[src/rtl/secuenciador_contador.sv]
// rtl/secuenciador_contador.sv - command sequencer driving a 4-bit mode-controlled counter
module secuenciador_contador #(
   parameter int NW = 5
) (
   input  logic          CLK,
   input  logic          RESET_L,
   input  logic          CMD_VALID,
   output logic          CMD_READY,
   input  logic [1:0]    CMD_MODO,
   input  logic [3:0]    CMD_D,
   input  logic [NW-1:0] CMD_N,
   input  logic          ABORT,
   output logic          ENB,
   output logic [1:0]    MODO,
   output logic [3:0]    D,
   input  logic [3:0]    Q,
   input  logic          RCO,
   output logic          DONE,
   output logic [3:0]    Q_FINAL,
   output logic [3:0]    WRAPS
);

   typedef enum logic [1:0] {S_IDLE, S_LOAD, S_COUNT, S_DRAIN} state_t;

   localparam logic [NW-1:0] ONE = NW'(1);

   state_t        state;
   logic [1:0]    lat_modo;
   logic [3:0]    lat_d;
   logic [NW-1:0] lat_n;
   logic [NW-1:0] rem;

   // Ready depends on state alone so the control side never sees a path through CMD_*
   assign CMD_READY = (state == S_IDLE);

   // Sequencer FSM; counter controls are registered as the values for the state being entered
   always_ff @(posedge CLK or negedge RESET_L) begin
      if (!RESET_L) begin
         state    <= S_IDLE;
         lat_modo <= 2'b00;
         lat_d    <= 4'd0;
         lat_n    <= '0;
         rem      <= '0;
         ENB      <= 1'b0;
         MODO     <= 2'b00;
         D        <= 4'd0;
         DONE     <= 1'b0;
         Q_FINAL  <= 4'd0;
         WRAPS    <= 4'd0;
      end else begin
         DONE <= 1'b0;
         // Wrap pulses are observed while counting and during the drain cycle, since the
         // counter may flag the last step's wrap one cycle late
         if ((state == S_COUNT || state == S_DRAIN) && RCO && WRAPS != 4'hf)
            WRAPS <= WRAPS + 4'd1;
         case (state)
            S_IDLE: begin
               if (CMD_VALID) begin
                  lat_modo <= CMD_MODO;
                  lat_d    <= CMD_D;
                  lat_n    <= CMD_N;
                  WRAPS    <= 4'd0;
                  state    <= S_LOAD;
                  ENB      <= 1'b1;
                  MODO     <= 2'b11;
                  D        <= CMD_D;
               end
            end
            S_LOAD: begin
               if (lat_modo == 2'b11 || lat_n == '0 || ABORT) begin
                  state <= S_DRAIN;
                  ENB   <= 1'b0;
                  MODO  <= 2'b00;
                  D     <= 4'd0;
               end else begin
                  state <= S_COUNT;
                  rem   <= lat_n;
                  ENB   <= 1'b1;
                  MODO  <= lat_modo;
                  D     <= 4'd0;
               end
            end
            S_COUNT: begin
               rem <= rem - ONE;
               // The counter takes this edge's step regardless; we only stop afterwards
               if (rem == ONE || ABORT) begin
                  state <= S_DRAIN;
                  ENB   <= 1'b0;
                  MODO  <= 2'b00;
                  D     <= 4'd0;
               end
            end
            S_DRAIN: begin
               Q_FINAL <= Q;
               DONE    <= 1'b1;
               state   <= S_IDLE;
            end
            default: begin
               state <= S_IDLE;
               ENB   <= 1'b0;
               MODO  <= 2'b00;
               D     <= 4'd0;
            end
         endcase
      end
   end

endmodule

[config.mk]
export PLATFORM = sky130hd
export DESIGN_NAME = secuenciador_contador
export DESIGN_NICKNAME = d
export VERILOG_FILES = /design/src/rtl/secuenciador_contador.sv
export SDC_FILE = /design/constraint.sdc
export NUM_CORES = 1
export LEC_CHECK = 0
export CAP_MARGIN = 20
export CORE_MARGIN = 2
export CORE_UTILIZATION = 32
export CTS_CLUSTER_SIZE = 25
export DETAILED_ROUTE_END_ITERATION = 7
export PLACE_DENSITY = 0.62
export RECOVER_POWER = 25
export SLEW_MARGIN = 30
export SYNTH_ARGS = -nofsm -noshare
export SYNTH_HDL_FRONTEND = slang
export SYNTH_SLANG_ARGS = --single-unit
[constraint.sdc]
create_clock -name CLK -period 2.2 [get_ports CLK]
set_input_delay 0.44 -clock CLK [delete_from_list [all_inputs] [get_ports CLK]]
set_output_delay 0.44 -clock CLK [all_outputs]
set_load 0.005 [all_outputs]
== Yosys cells after proc, flatten, opt, wreduce, memory -nomap -nowiden ==
Cells that the tools add are included.

* Add/sub/neg operators: 2
* Multiply operators: 0
* Div/mod/pow operators: 0
* Magnitude comparators: 0
* Equal/unequal tests: 9
* Shifts and indexed selects: 0
* Multiplexer cells: 21
* Bitwise logic cells: 0
* Reductions and logical operators: 14

{| class="wikitable"
|+ Operators with widths
! cell !! count
|-
| $mux 4 || 5
|-
| $pmux 4 s3 || 1
|-
| $mux 2 || 5
|-
| $pmux 5 s2 || 1
|-
| $pmux 2 s4 || 1
|-
| $eq 2x2->1 const B || 3
|-
| $pmux 2 s3 || 1
|-
| $reduce_and 2->1 || 3
|-
| $eq 5x1->1 const B || 1
|-
| $logic_not 5->1 || 1
|-
| $mux 1 || 5
|-
| $mux 5 || 1
|-
| $sub 5x1->5 const B || 1
|-
| $add 4x1->4 const B || 1
|-
| $logic_or 1x1->1 || 4
|-
| $ne 2x2->1 const B || 2
|-
| $ne 4x4->1 const B || 1
|-
| $pmux 1 s3 || 1
|-
| $reduce_and 3->1 || 1
|-
| $reduce_bool 3->1 || 1
|-
| $eq 2x1->1 const B || 1
|-
| $logic_and 1x1->1 || 2
|-
| $logic_not 2->1 || 1
|-
| $ne 2x1->1 const B || 1
|-
| $reduce_bool 2->1 || 1
|}

* Register bits: 30
* Bits in latches: 0
* Memory bits (writable): 0
* ROM bits: 0
* Output and inout bits: 17
* Logic and storage cells: 56
* Memories kept: 0

== Depth between registers and ports, before layout ==
* Depth in word-level cells: 7
* Gate-level depth with buffers: 8

== Worst setup path before layout ==
No wires, ideal clock.

* Path type: reg2reg
* Start point: register state[1]
* End point: register rem[3]
* Arrival time: 1.676 ns
* Required time: 2.079 ns
* Slack: 0.403 ns
* Stages on the path, launching flop included: 8
* Buffers on the path: 1
* Clock period less this slack: 1.797 ns
* Cell sequence: dfrtp_1 inv_1 ha_1 or3b_1 o221ai_2 buf_6 o21ba_1 o22a_1

* Longest elaborated chain between the ends: 3
* Elaborated cells on any way between the ends: 6
* Classes of those cells: eq/ne (3); mux (1); reduce/logical (2)

{| class="wikitable"
|+ RTL lines
! element !! line !! source
|-
| start: declaration || 27 || <nowiki>state_t state;</nowiki>
|-
| start signal: assignment || 39 || <nowiki>state <= S_IDLE;</nowiki>
|-
| start signal: assignment || 63 || <nowiki>state <= S_LOAD;</nowiki>
|-
| start signal: assignment || 71 || <nowiki>state <= S_DRAIN;</nowiki>
|-
| $eq 2x1->1 or $eq 2x2->1 (tied branches) || 56 || <nowiki>case (state)</nowiki>
|-
| $ne 2x2->1 (no line) or $reduce_bool 2->1 (tied branches) || -- ||
|-
| $reduce_and 2->1 (no line) || -- ||
|-
| end signal: assignment || 77 || <nowiki>rem <= lat_n;</nowiki>
|-
| end signal: assignment || 84 || <nowiki>rem <= rem - ONE;</nowiki>
|-
| end: declaration || 31 || <nowiki>logic [NW-1:0] rem;</nowiki>
|}

Several ways; a longest one is shown, not always the timed one.
A chain may end at the register's enable or synchronous reset.

== Worst setup path in the final report ==
Same ends and word-level chain as after synthesis.

==> impl_metrics.toml <==
[outcome]
status = "complete, no violations"

[route]
drt_first_iter_violations = 54
drt_wl_total_um = 3430
drc = 0
wl_per_cell_um = 15.2
via_per_inst = 5.31
firstDrtPassIters = 4
antenna_left = 0
vias = 1200

[logic_synthesis]
synth_compound_area_frac = 0.175
synth_top_area_cell = "dfrtp_1"
yosysSeqAreaShare = 0.504
synth_flop_cell = "dfrtp_1"
synth.most_common_cell = "dfrtp_1"
synth_seq_cells = 30
synth-edff-count = 0
yosys.area_share.simple = 0.0739
postSynthCellCount = 132
synthMuxAreaShare = 0.120
async_reset_ff_frac = 1.00
synthAdderAreaFrac = 0.0588
synthXorXnorAreaFrac = 0.0118
synth.area.top_cells = "dfrtp_1 50%, mux2_2 11%, ha_1 5.9%"
synth_top_family_by_area = "compound AO/OA/AOI/OAI gates"
synth.avg_cell_area_um2 = 11.3
syn_nets = 159
synth.cell_area_um2 = 1490
synth_cell_types = 35
yosys_warnings = 0
synthTopCellsByCount = "30 x dfrtp_1, 14 x inv_1, 14 x mux2_2"
synth_top_area_share = 0.504

[die]
die_area_um2 = 5220
start_util = 0.338
core_area_um2 = 4410
io_pins = 37
fp.dieW_um = 72.2
num_rows = 24
die_h_um = 72.2

[pwr]
cellPowerDensity_nw_per_um2 = 1480
switchingPower_mw = 1.09
seqPwrFrac = 0.355
swShare = 0.371
clock_power_share = 0.140
p_leak_nw = 0.842
internal_power_mw = 1.85
peakVddDrop_mv = 0.538
pwr-share-comb = 0.505

[sta]
post-route-period-util = 0.947
setup_ws_ns = 0.117
hold_viol = 0
drv_slew = 0
fmax_ghz = 0.480
fin_skew_ns = 0.00384
slew_headroom = 0.485
worst_slew_pin_slew_ns = 0.772
hold_ws_ns = 0.489
period_needed_ns = 2.08
setup_viol = 0

[worst_setup_path]
reg2regPathDepth = 6
cp.required_ns = 2.37
rr_startpoint = "state[1]$_DFFE_PN0P_"
r2r_slack_ns = 0.12
cp-start-kind = "flip-flop"
cpPeakStageDelay_ns = 0.42
r2r-end = "rem[3]$_DFFE_PN0P_"
critPathSlowestCell = "dfrtp_1"
cp_num_buf_inv = 1
critPathCaptureType = "flip-flop"
crit_type = "reg -> reg"
crit_chain = "inv_1 -> ha_1 -> or3b_1 -> o221ai_2 -> o21ba_1 -> o22a_1"
arrival_ns = 2.25
cp_top_family = "compound AO/OA/AOI/OAI gates"
critical_path.max_fanout = 11

[clock_tree]
cts_buffer_depth = 2
clock_sinks = 30
cts_hold_buffers = 0
cts_buffers = 5
insertion_delay_ns = 0.28
cts_tree = "yes"
clkSlewWorstSetupHoldPaths_ns = 0.06
clock-root-buffer = "clkbuf_8"
h-tree-depth = 2

[layout]
finalNonFillerCells = 226
diodes = 0
multi_input_area_um2 = 658
post-route-util = 0.452
area_growth_pct = 33.8
ff_latch_area_um2 = 751
drive_above_1_share = 0.172
fin_area_um2 = 1990
nets = 201
nFillCells = 383

[global_route]
grt_pass1_vias = 1265
grt_usage = 0.145
grt_pass1_wl_um = 5730
antenna_found_initial = 0
grt_max_degree = 31
overflow = 0

[placement]
dp_slack_ns = 0.146
dpl_cell_area_um2 = 1920
dp_cells = 219
dpl.hpwl_um = 2530
gp_congestion = 0.846
portBuffers = 36

[min_path]
hold_start = "MODO[0]$_DFFE_PN0P_"
holdCritPathClass = "reg -> reg"
holdPathEnd = "MODO[0]$_DFFE_PN0P_"
hold_depth = 1

[flow_run]
cap_violations = 0
worst max path at each step:
stage | startpoint | end | slack [ns] | depth (start not counted)
after detailed placement | state[1]$_DFFE_PN0P_ | rem[3]$_DFFE_PN0P_ | 0.15 | 6
after global routing | state[1]$_DFFE_PN0P_ | rem[3]$_DFFE_PN0P_ | -0.007 | 6
after floorplan | state[1]$_DFFE_PN0P_ | rem[3]$_DFFE_PN0P_ | 0.40 | 7
final | state[1]$_DFFE_PN0P_ | rem[3]$_DFFE_PN0P_ | 0.12 | 6
after global placement | ABORT | rem[4]$_DFFE_PN0P_ | 0.27 | 5
after CTS | state[0]$_DFFE_PN0P_ | CMD_READY | 0.04 | 3
per-stage QoR:
stage / TNS [ns] / power [mW]
6_report: 0 / 2.95
3_5_place_dp: 0 / 2.55
3_3_place_gp: 0 / 2.45
2_1_floorplan: 0 / 1.99
5_1_grt: -0.00661 / 3.19
4_1_cts: 0 / 2.97
cell type report:
class | count | area share
clock buffer | 7 | 0.0383
inverter | 15 | 0.0282
multi-input combinational | 82 | 0.330
sequential | 30 | 0.376
tap | 52 | 0.0326
timing repair buffer | 40 | 0.194
logic make-up (layout without fill, tap and decap cells):
group / Yosys count / count (layout)
buffers and inverters: 20 / 62
XOR/XNOR: 2 / 2
AO/OA/AOI/OAI: 37 / 37
adder cells (fa/ha/maj): 7 / 7
multiplexers: 16 / 16
flip-flops: 30 / 30
AND/OR/NAND/NOR: 20 / 20
layout by cell type, fill, tap and decap left out, types with 2 or more instances in the layout:
| master | Yosys | final |
|---|---|---|
| mux2_2 | 14 | 14 |
| a31oi_1 | 3 | 3 |
| o41ai_1 | 4 | 4 |
| clkbuf_8 | 0 | 5 |
| o22ai_1 | 4 | 4 |
| buf_4 | 0 | 3 |
| ha_1 | 7 | 6 |
| xnor2_1 | 2 | 2 |
| o21ai_0 | 9 | 9 |
| a21oi_1 | 6 | 6 |
| inv_1 | 14 | 14 |
| dfrtp_1 | 30 | 30 |
| o22a_1 | 2 | 2 |
| o31ai_1 | 3 | 3 |
| nor2_1 | 5 | 5 |
| nand3_1 | 2 | 2 |
| clkbuf_1 | 3 | 2 |
| nand2_1 | 5 | 5 |
| clkdlybuf4s50_1 | 0 | 35 |
routing by layer:
layer | routed length, um | GRT usage | vias up
met1 | 1380 | 0.160 | 600
met2 | 1730 | 0.247 | 35
li1 | - | - | 558
met5 | 0 | 0 | -
met3 | 250 | 0.0597 | 7
met4 | 62 | 0.0587 | 0
power by group through the flow:
| stage | clock network (mW) | logic [mW] | registers, mW |
|---|---|---|---|
| finish | 0.412 | 1.49 | 1.05 |
| global route | 0.444 | 1.66 | 1.09 |
| CTS | 0.424 | 1.50 | 1.05 |
| detailed placement | 0 | 1.50 | 1.05 |
| global placement | 0 | 1.42 | 1.03 |
| floorplan | 0 | 0.978 | 1.01 |
state kept, by name (all words and copies together), names as in the netlist:
name / flops
lat_modo: 2
lat_n: 5
D: 4
MODO: 2
rem: 5
state: 2
DONE: 1
WRAPS: 4
ENB: 1
Q_FINAL: 4
worst reg2reg max path: cells and delay by family, from the launching register on:
kind	cells	cell delay, ns
buf+inv	1	0.11
flops	1	0.42
simple gates	1	0.40
fa+ha+maj	1	0.27
compound gates	3	0.77
repair_timing:
action	4_1_cts	5_1_grt
setup buffers	0	0
resized for setup	0	1
endpoints found under the setup margin	0	2
Note: power is estimated with default switching activity, not from simulation.
==> variant, RTL diff (same settings) <==
Encoding of `state_t`: now Gray code (2 bits for 4 states).
--- a/src/rtl/secuenciador_contador.sv
+++ b/src/rtl/secuenciador_contador.sv
@@ -20,7 +20,7 @@
    output logic [3:0]    WRAPS
 );
 
-   typedef enum logic [1:0] {S_IDLE, S_LOAD, S_COUNT, S_DRAIN} state_t;
+   typedef enum logic [1:0] {S_IDLE = 2'b00, S_LOAD = 2'b01, S_COUNT = 2'b11, S_DRAIN = 2'b10} state_t;
 
    localparam logic [NW-1:0] ONE = NW'(1);
 
Behaviour: no difference found for any inputs over 10 cycles, from zero or initial values and one cycle with RESET_L low; not proved beyond that.
==> variant against the unedited design <==
Routed wire length fell by 12%; area after synthesis fell by 10%; critical endpoint is now CMD_READY; critical path depth fell by 4; power down 15%; largest power group is now registers; sequential cell count unchanged; design area down 7.6%; worst setup slack improved by 110 ps; utilization increased by 0.89 points.
==> variant: results (changes against the unedited design) <==
- The buffer share of cell area is 19.8% (+0.38 points).
- The compound-cell area share of the yosys netlist was 13.7% (-3.9 points).
- The slowest library cell on the worst path is clkdlybuf4s50_1.
- The number of filler instances in the final layout is 354 (-7.6%).
- The last weighted congestion value of the routability-driven placer came to 0.713 (-16%).
- The number of distinct library cells after synthesis was 37 (+5.7%).
- The smallest hold slack was 492 ps (+2.95 ps).
- Counting instances in the post-synthesis netlist gives the leading cell types as dfrtp_1 (30), nand2_1 (25), nor2_1 (7), nand3_1 (6).
- The total nets after synthesis is 145 (-8.8%).
- The arithmetic-cell share of the synthesized area counting full adders, half adders and majority gates is 2.81% (-3.1 points).
- The inverter count was 2 (-13).
- The final-stage net count is 183 (-9.0%).
- The share of final layout cell area taken by clock buffers and inverters is 5.77% (+1.9 points).
- The startpoint of the lowest-slack register-to-register path is rem[1].
- The register-to-register setup slack is 450 ps (+330 ps).
- The largest fanout on the critical path came to 8 (-3).
- The cell family with the largest share of critical-path delay is buffers and inverters.
- The non-filler instance count after layout is 211 (-6.6%).
- The worst register-to-register path ends at MODO[1].
- The post-synthesis average cell area is 10.9 sq um (-3.1%).
- The data arrival time of the critical path was 1530 ps (-720 ps).
- The peak per-stage delay on the critical path is 550 ps (+130 ps).
- The placed wire-length estimate is 2.13 mm (-16%).
- The number of cells after detailed placement is 203 (-7.3%).
- The met1 usage in global routing is 15.7% (-0.31 points).
- By area the synthesized netlist is led by dfrtp_1 (56%), nand2_1 (7.0%), mux2_2 (3.4%).
- The post-synthesis xor/xnor area fraction is 1.97% (+0.79 points).
- The leakage power total is 0.807 nW (-4.2%).
- The part of the Yosys area used for sequential elements is 56.2% (+5.9 points).
- The global routing usage on met3 was 4.55% (-1.4 points).
- The path with the worst hold slack has its endpoint at ENB.
- The first-pass GRT wire length is 4.66 mm (-19%).
- The global-route usage over all layers is 14.0% (-0.51 points).
- The proportion of layout cells with a drive suffix above 1 was 13.7% (-3.6 points).
- The flow ran to the end, and the final reports show no timing, DRC or antenna violations.
- The layout sequential cell count is 30 (unchanged).
- The pre-CTS setup slack is 217 ps (+70.6 ps).
- The count of buffers not belonging to the clock network in the layout was 37 (-7.5%).
- The portion of netlist area occupied by mux cells came to 4.12% (-7.9 points).
- The number of global-route vias before repair is 1045 (-17%).
variant: how the worst max path moves through the flow:
stage / startpoint / end / slack, ps
after global routing: state[1] / CMD_READY / 180
after CTS: state[1] / CMD_READY / 220
after detailed placement: ABORT / rem[3] / 220
final: state[1] / CMD_READY / 230
after global placement: ABORT / rem[3] / 290
after floorplan: lat_n[1] / MODO[0] / 640
variant: power breakdown:
part           switching, mW  leakage, nW  internal, mW
registers              0.224        0.376         0.798
logic                  0.393        0.378         0.567
clock network          0.198       0.0524         0.338
total                  0.815        0.807          1.70
variant: metal layers:
metal / vias up / wire (um)
li1: 502 / -
met1: 479 / 1240
met2: 39 / 1540
met3: 7 / 159
met4: 0 / 68
met5: - / 0
variant: metrics by stage:
step	utilization (%)	instance area [sq um]
after global placement	43.5	1740
after floorplan	-	1340
after CTS	46.1	1850
final	46.1	1840
after global routing	46.1	1840
after detailed placement	43.5	1740
